--- src/rtl/uart_rx_fifo.sv ---
// UART 8N1 receiver with a first-word fall-through byte FIFO and sticky error flags.
// Define UART_RX_PARITY_EN to receive 8E1 frames and report parity errors.
module uart_rx_fifo #(
    parameter int CLK_FREQ   = 50000000,
    parameter int BAUD       = 9600,
    parameter int FIFO_DEPTH = 16
) (
    input  logic                          sys_clk,
    input  logic                          sys_resetn,
    input  logic                          rx,
    input  logic                          rd_en,
    input  logic                          err_clr,
    output logic [7:0]                    rd_data,
    output logic                          rx_valid,
    output logic [$clog2(FIFO_DEPTH):0]   fifo_count,
    output logic                          frame_err,
    output logic                          overrun_err,
    output logic                          parity_err,
    output logic [2:0]                    state_dbg
);

    localparam int CPB  = CLK_FREQ / BAUD;
    localparam int CW   = (CPB > 2) ? $clog2(CPB) : 1;
    localparam int AW   = $clog2(FIFO_DEPTH);
    localparam int CNTW = AW + 1;
    localparam logic [CW-1:0]   BIT_LAST  = CW'(CPB - 1);
    localparam logic [CW-1:0]   HALF_LAST = CW'(CPB / 2 - 1);
    localparam logic [CNTW-1:0] FULL_CNT  = CNTW'(FIFO_DEPTH);

`ifdef UART_RX_PARITY_EN
    typedef enum logic [2:0] {
        S_IDLE = 3'd0, S_START = 3'd1, S_DATA = 3'd2, S_STOP = 3'd3,
        S_WAIT_IDLE = 3'd4, S_PARITY = 3'd5
    } state_t;
`else
    typedef enum logic [2:0] {
        S_IDLE = 3'd0, S_START = 3'd1, S_DATA = 3'd2, S_STOP = 3'd3,
        S_WAIT_IDLE = 3'd4
    } state_t;
`endif

    state_t          state, state_nxt;
    logic            rx_meta, rxs;
    logic [CW-1:0]   cnt, cnt_nxt;
    logic [2:0]      bit_idx, bit_idx_nxt;
    logic [7:0]      shift, shift_nxt;
    logic            push, frame_set, parity_set, byte_ok;

    // Line idles high, so the synchroniser resets to 1 to avoid a false start bit.
    always_ff @(posedge sys_clk or negedge sys_resetn) begin
        if (!sys_resetn) begin
            rx_meta <= 1'b1;
            rxs     <= 1'b1;
        end else begin
            rx_meta <= rx;
            rxs     <= rx_meta;
        end
    end

`ifdef UART_RX_PARITY_EN
    logic par_bad, par_bad_nxt;
    assign byte_ok = !par_bad;
`else
    assign byte_ok = 1'b1;
`endif

    always_ff @(posedge sys_clk or negedge sys_resetn) begin
        if (!sys_resetn) begin
            state   <= S_IDLE;
            cnt     <= '0;
            bit_idx <= '0;
            shift   <= '0;
`ifdef UART_RX_PARITY_EN
            par_bad <= 1'b0;
`endif
        end else begin
            state   <= state_nxt;
            cnt     <= cnt_nxt;
            bit_idx <= bit_idx_nxt;
            shift   <= shift_nxt;
`ifdef UART_RX_PARITY_EN
            par_bad <= par_bad_nxt;
`endif
        end
    end

    always_comb begin
        state_nxt   = state;
        cnt_nxt     = cnt;
        bit_idx_nxt = bit_idx;
        shift_nxt   = shift;
        push        = 1'b0;
        frame_set   = 1'b0;
        parity_set  = 1'b0;
`ifdef UART_RX_PARITY_EN
        par_bad_nxt = par_bad;
`endif
        case (state)
            S_IDLE: begin
                if (!rxs) begin
                    state_nxt = S_START;
                    cnt_nxt   = '0;
                end
            end
            S_START: begin
                if (cnt == HALF_LAST) begin
                    cnt_nxt     = '0;
                    bit_idx_nxt = '0;
                    state_nxt   = rxs ? S_IDLE : S_DATA;
                end else begin
                    cnt_nxt = cnt + 1'b1;
                end
            end
            // Counting a full bit from mid-start lands every sample mid-bit.
            S_DATA: begin
                if (cnt == BIT_LAST) begin
                    cnt_nxt            = '0;
                    shift_nxt[bit_idx] = rxs;
                    bit_idx_nxt        = bit_idx + 3'd1;
                    if (bit_idx == 3'd7) begin
`ifdef UART_RX_PARITY_EN
                        state_nxt = S_PARITY;
`else
                        state_nxt = S_STOP;
`endif
                    end
                end else begin
                    cnt_nxt = cnt + 1'b1;
                end
            end
`ifdef UART_RX_PARITY_EN
            S_PARITY: begin
                if (cnt == BIT_LAST) begin
                    cnt_nxt     = '0;
                    par_bad_nxt = (^shift) ^ rxs;
                    parity_set  = (^shift) ^ rxs;
                    state_nxt   = S_STOP;
                end else begin
                    cnt_nxt = cnt + 1'b1;
                end
            end
`endif
            S_STOP: begin
                if (cnt == BIT_LAST) begin
                    cnt_nxt = '0;
                    if (rxs) begin
                        push      = byte_ok;
                        state_nxt = S_IDLE;
                    end else begin
                        frame_set = 1'b1;
                        state_nxt = S_WAIT_IDLE;
                    end
                end else begin
                    cnt_nxt = cnt + 1'b1;
                end
            end
            S_WAIT_IDLE: begin
                if (rxs) state_nxt = S_IDLE;
            end
            default: state_nxt = S_IDLE;
        endcase
    end

    assign state_dbg = state;

    logic [7:0]      mem [FIFO_DEPTH];
    logic [AW-1:0]   wr_ptr, rd_ptr, rd_ptr_nxt;
    logic [CNTW-1:0] count, count_nxt;
    logic            do_pop, do_push, overrun_set;

    assign do_pop      = rd_en && (count != '0);
    assign do_push     = push && ((count != FULL_CNT) || do_pop);
    assign overrun_set = push && (count == FULL_CNT) && !do_pop;
    assign rd_ptr_nxt  = do_pop ? rd_ptr + AW'(1) : rd_ptr;

    always_comb begin
        count_nxt = count;
        if (do_push && !do_pop)      count_nxt = count + 1'b1;
        else if (do_pop && !do_push) count_nxt = count - 1'b1;
    end

    always_ff @(posedge sys_clk) begin
        if (do_push) mem[wr_ptr] <= shift;
    end

    // rd_data is registered so it resets to 0 and holds when the FIFO drains.
    always_ff @(posedge sys_clk or negedge sys_resetn) begin
        if (!sys_resetn) begin
            wr_ptr  <= '0;
            rd_ptr  <= '0;
            count   <= '0;
            rd_data <= 8'h00;
        end else begin
            if (do_push) wr_ptr <= wr_ptr + AW'(1);
            rd_ptr <= rd_ptr_nxt;
            count  <= count_nxt;
            if (count_nxt != '0)
                rd_data <= (do_push && (wr_ptr == rd_ptr_nxt)) ? shift : mem[rd_ptr_nxt];
        end
    end

    assign rx_valid   = (count != '0);
    assign fifo_count = count;

    // A new error event in the same cycle as err_clr keeps the flag set.
    always_ff @(posedge sys_clk or negedge sys_resetn) begin
        if (!sys_resetn) begin
            frame_err   <= 1'b0;
            overrun_err <= 1'b0;
        end else begin
            frame_err   <= frame_set   | (frame_err   & ~err_clr);
            overrun_err <= overrun_set | (overrun_err & ~err_clr);
        end
    end

`ifdef UART_RX_PARITY_EN
    always_ff @(posedge sys_clk or negedge sys_resetn) begin
        if (!sys_resetn) parity_err <= 1'b0;
        else             parity_err <= parity_set | (parity_err & ~err_clr);
    end
`else
    assign parity_err = 1'b0;
`endif

endmodule

--- config.mk ---
export PLATFORM = sky130hd
export DESIGN_NAME = uart_rx_fifo
export DESIGN_NICKNAME = d
export VERILOG_FILES = /design/src/rtl/uart_rx_fifo.sv
export SDC_FILE = /design/constraint.sdc
export NUM_CORES = 1
export LEC_CHECK = 0
export ABC_CLOCK_PERIOD_IN_PS = 5200
export CAP_MARGIN = 10
export CORE_ASPECT_RATIO = 0.5
export CORE_MARGIN = 3
export CORE_UTILIZATION = 40
export DETAILED_ROUTE_END_ITERATION = 8
export PLACE_DENSITY = 0.58
export SYNTH_ARGS = -nofsm -noshare
export SYNTH_HDL_FRONTEND = slang
export SYNTH_SLANG_ARGS = --single-unit
--- constraint.sdc ---
create_clock -name sys_clk -period 5.2 [get_ports sys_clk]
set_clock_uncertainty 0.2 [all_clocks]
set_input_delay 1.56 -clock sys_clk [delete_from_list [all_inputs] [get_ports sys_clk]]
set_output_delay 1.56 -clock sys_clk [all_outputs]
set_load 0.02 [all_outputs]
After elaboration in Yosys (flattened, before gate mapping) --
Memories as Yosys holds them, arrays and structs flattened. A register that Yosys moved wholly into a read port is not among the register bits. Index checks and enable logic that the tools add are counted. W data, S select, Z words.
Cells by class: shifts and indexed selects 0, reduce and logical (&&, ||, !) cells 21, muxes and demuxes 30, bitwise logic cells 5, add/subtract/negate cells 6, $mul 0, eq/ne operators 15, magnitude comparators 2, div/mod/pow operators 0
Operators with widths (number):
- $mux W13 | 3
- $pmux W13 S3 | 1
- $mux W3 | 9
- $pmux W3 S5 | 1
- $add A13 B1 Y13 const B | 1
- $eq A13 B12 Y1 const B | 1
- $eq A13 B13 Y1 const B | 1
- $ne A2 B2 Y1 const B | 6
- $mux W5 | 2
- $reduce_bool A5 Y1 | 2
- $mux W1 | 9
- $add A4 B1 Y4 const B | 2
- $bwmux W8 | 1
- $logic_and A1 B1 Y1 | 7
- $eq A3 B2 Y1 const B | 2
- $eq A3 B3 Y1 const B | 2
- $pmux W3 S2 | 1
- $reduce_and A6 Y1 | 1
- $add A5 B1 Y5 const B | 1
- $eq A5 B5 Y1 const B | 1
- $ne A5 B5 Y1 const B | 1
- $sub A5 B1 Y5 const B | 1
- $lt A3 B4 Y1 const B | 1
- $mux W4 | 1
- other kinds (16) | 21
Storage, ports and cells: logic and storage cells 91, memories kept 1, bits of input ports 5, bits in latches 0, bits in read-only memories 0, bits in writable memories 128, bits in registers 44
Memories:
- mem | words 16, width 8, read ports 1, clocked after memory_dff 1, wr ports 1, RTL line 166 | logic [7:0] mem [FIFO_DEPTH];

Logic depth before layout (Yosys ltp) --
depth after elaboration 9, mapped depth 11, depth with buffers taken out 10

Worst setup path after synthesis --
Ideal clock, no wire load.
path type input to register, start input rd_en, end register rd_data[6], read port of mem, cell stages on the path 9, slack 1363 ps, arrival 3516 ps, setup time 121 ps, path through buf_2 > nand2_1 > or3_2 > and2_1 > xnor2_1 > or4_4 > buf_6 > o211a_1 > o22a_1
On the way: word-level cells in the longest chain between the ends 8
RTL lines:
- start: declaration | RTL line 11 | input logic rd_en,
- $logic_and A1 B1 Y1 * | RTL line 171 | assign do_pop = rd_en && (count != '0);
- $logic_or A1 B1 Y1 | RTL line 172 | assign do_push = push && ((count != FULL_CNT) || do_pop);
- $logic_and A1 B1 Y1 | RTL line 172
- $logic_not A1 Y1 | RTL line 179 | else if (do_pop && !do_push) count_nxt = count - 1'b1;
- $logic_and A1 B1 Y1 | RTL line 179
- $mux W5 | RTL line 179
- $mux W5 | RTL line 178 | if (do_push && !do_pop) count_nxt = count + 1'b1;
- $reduce_bool A5 Y1 | RTL line 197 | if (count_nxt != '0)
- end: declaration | RTL line 13 | output logic [7:0] rd_data,
Every way passes the cells marked *; elsewhere a longest branch is shown, timed or not. A chain may end at the register's enable or synchronous reset.

Worst setup path after layout --
start input rd_en, end register rd_data[6], read port of mem
On the way: word-level cells in the longest chain between the ends 8
RTL lines:
- $logic_and A1 B1 Y1 * | RTL line 171
- $logic_or A1 B1 Y1 | RTL line 172
- $logic_and A1 B1 Y1 | RTL line 172
- $logic_not A1 Y1 | RTL line 179
- $logic_and A1 B1 Y1 | RTL line 179
- $mux W5 | RTL line 179
- $mux W5 * | RTL line 178
- named net count_nxt[0] | RTL line 168 | logic [CNTW-1:0] count, count_nxt;
- $reduce_bool A5 Y1 * | RTL line 197
The timed path passes the listed nets; every way through them passes the cells marked *.

==> results.cfg <==
[sta]
rsz0062_at_grt = false
finalSetupViolCount = 0
fin_crit_sh_pct = 80.45
whs_ps = 158.0
timing_hold_violations_final = 0
slew_headroom_pct = 45.95
finalWorstSetupSlack_ps = 1017
worst_pin_slew_ps = 810.8
fin_setup_tns_ps = 0
fmax_mhz = 239.0
final_max_slew_viol_count = 0
fin_crit_ps = 4183

[synthesis]
yosys.area_share.adder_pct = 1.557
synth_fp_nets = 633
yosys.area.top_type = edfxtp_1
synth_flop_cell = edfxtp_1
ys_seq_area_share_pct = 58.21
synth_area_um2 = 8842
synth_mux_area_share_pct = 15.64
synth_xor_xnor_area_share_pct = 1.288
yosysUniqueCellTypes = 68
synth_area_leaders = edfxtp_1 43%, dfrtp_1 14%, mux4_2 12%
synth_compound_area_share_pct = 9.948
synth-async-reset-ratio_pct = 28.89
ys_warn_count = 0
synth-simple-area-share_pct = 10.57
synthDominantCellAreaShare_pct = 43.47
syn_avg_cell_area_um2 = 14.33
synth_top_family_by_area = multiplexers
synth_edf_count = 128
netlist_instances = 617
ys_ff_latch = 180

[critical_path]
crit_fanout = 20
cp_data_arrival_time_ps = 4310
path_class = input pin to register
required_ps = 5320
critPathLaunchType = input pin
end_kind = register
r2r_slack_ps = 1700

[clock_network]
post_cts_resized = 0
htree_levels = 4
clock_path_buffers = 2
cts_buffers = 17
clock_sinks = 180
clkSlewWorstSetupHoldPaths_ps = 70
post_cts_buffers = 0
clock_latency_ps = 430
root_buffer = clkbuf_16
cts_tree = yes
ctsHoldBuffers = 0

[grt]
antenna_found_initial = 0
grt_usage_pct = 18.91
grt_pass1_vias = 5570
grt_overflow = 0
grt_util_met2_pct = 28.10
met3_usage_pct = 5.476
busiest_layer = met2
grt_pass1_wl_um = 34300
grtUsageMet1_pct = 27.69
grt_max_degree = 44

[finish]
nNetsFinal = 648
drive_above_1_share_pct = 18.48
final_cell_area_um2 = 9938
final_common_cell = edfxtp_1
syn_to_final_growth_pct = 12.40
fillers = 1872
final_cell_mix = 128 x edfxtp_1, 48 x dfrtp_1, 47 x mux4_2, 40 x o21ai_0, 23 x nand2_1
antenna_cells = 0

[flow_run]
cap_violations = 0

[floorplan]
die_area_um2 = 24030
die_h_um = 111.1
die_x_um = 216.3
rows = 37
initial_utilization_pct = 41.89
io_pins = 25
core_um2 = 21110

[routing]
drc = 0
post_drt_wl_per_cell_um = 23.08
drt_wl_total_um = 21600
via_count = 5588
ant_nets = 0
drt_first_pass_iters = 5
vias_per_cell = 5.970
drt_first_iter_violations = 543

[power_and_ir_drop]
power_mw = 4.332
leakage_nw = 3.805
combPwrFrac_pct = 29.4
clkPwrFrac_pct = 30.8
power_frac_seq_pct = 39.8
max-vdd-ir-drop_mv = 0.2370
swShare_pct = 33.51
powerDensity_nw_per_um2 = 435.9
switchingPower_mw = 1.452
p_int_mw = 2.881

[place]
post-place-ws_ps = 614.2
dpl.hpwl_um = 14610
numPortBuffers = 23
gp_congestion = 0.8893
dpl_cell_area_um2 = 9338

[run_status]
status = finished, final reports clean

[worst_hold_path]
hold_path.class = register to register
==> worst max-delay path, cell delays in order <==
cell and delay (ps):
clkdlybuf4s50_1 670, inv_1 110, nor2_2 130, buf_4 320
mux2i_1 140, xnor2_1 180, nor3_2 630, nand2_2 270
o22a_1 280
==> synthesized netlist by cell type (2+ instances only) <==
cell type  number
nor3b_1         2
nor2_1         14
inv_1          15
nand4_1         4
and4_1          7
and3_1         21
dfrtp_1        50
o22ai_1        10
mux2i_1        20
and4b_1         2
edfxtp_1      128
nand3_1        18
a221oi_1       14
a22oi_1         8
clkbuf_1       14
a211oi_1       16
nand2_1        23
o211ai_1        7
or3_1           2
nand2b_1        8
nor2b_1         5
o21ai_0        40
mux4_2         47
and4bb_2        3
a2bb2oi_1       7
nor3_1          7
xor2_1          4
ha_1           11
o31ai_1         4
o2bb2ai_1       3
mux2_2         11
clkinv_1        2
nor4_1          2
and2_1         15
a21oi_1         9
dfstp_2         2
xnor2_1         9
buf_2          19
a31oi_1         4
a2111oi_0       2
==> kinds of logic after synthesis <==
group,after synthesis
flops,180
simple gates,149
fa+ha+maj,11
compound gates,130
xor+xnor,13
mux,78
other cells,1
buf+inv,55
==> power groups by stage <==
stage | Sequential, mW | Clock, mW | Combinational, mW
finish | 1.72 | 1.33 | 1.28
global route | 1.74 | 1.42 | 1.38
CTS | 1.72 | 1.35 | 1.28
detailed placement | 1.75 | 0 | 1.28
global placement | 1.75 | 0 | 1.27
floorplan | 1.75 | 0 | 0.882
==> through the flow <==
stage / instances / util, %
2_1_floorplan: 617 / -
3_3_place_gp: 905 / 44.23
3_5_place_dp: 905 / 44.23
4_1_cts: 936 / 47.08
5_1_grt: 936 / 47.08
6_report: 936 / 47.08
==> flip-flops by register name, summed over array words and instances, names as in the netlist <==
name,count
bit_idx,3
fifo_count,5
rd_data,8
state_dbg,3
rd_ptr,4
frame_err,1
mem,128
wr_ptr,4
rxs,1
shift,8
rx_meta,1
overrun_err,1
cnt,13
==> final timing paths <==
check,startpoint,to,cells past startpoint
worst max-delay path,rd_en,rd_data[6]$_DFFE_PN0P_,9
worst min-delay path,rx_meta$_DFF_PN1_,rxs$_DFF_PN1_,0
worst max register to register,fifo_count[0]$_DFF_PN0_,rd_data[6]$_DFFE_PN0P_,10
worst min register to register,rx_meta$_DFF_PN1_,rxs$_DFF_PN1_,0
max in group asynchronous,sys_resetn,rd_ptr[1]$_DFF_PN0_,2
min in group asynchronous,sys_resetn,cnt[0]$_DFFE_PN0P_,1
==> cell type report <==
| cell class | instances | area, um2 | area share, % |
|---|---|---|---|
| sequential | 180 | 5150 | 51.82 |
| multi-input combinational | 382 | 3455 | 34.76 |
| clock buffer | 17 | 425.4 | 4.280 |
| tap | 292 | 365.4 | 3.676 |
| timing repair buffer | 33 | 300.3 | 3.022 |
| clock inverter | 14 | 175.2 | 1.763 |
| inverter | 18 | 67.56 | 0.6798 |
==> metal layers <==
layer / routed length, um / vias up / share of wire (%)
li1: - / 2503 / -
met1: 10420 / 2886 / 48
met2: 9482 / 176 / 44
met3: 1438 / 23 / 6.7
met4: 255 / 0 / 1.2
met5: 0 / - / 0
Note: power is estimated with default switching activity, not from simulation.
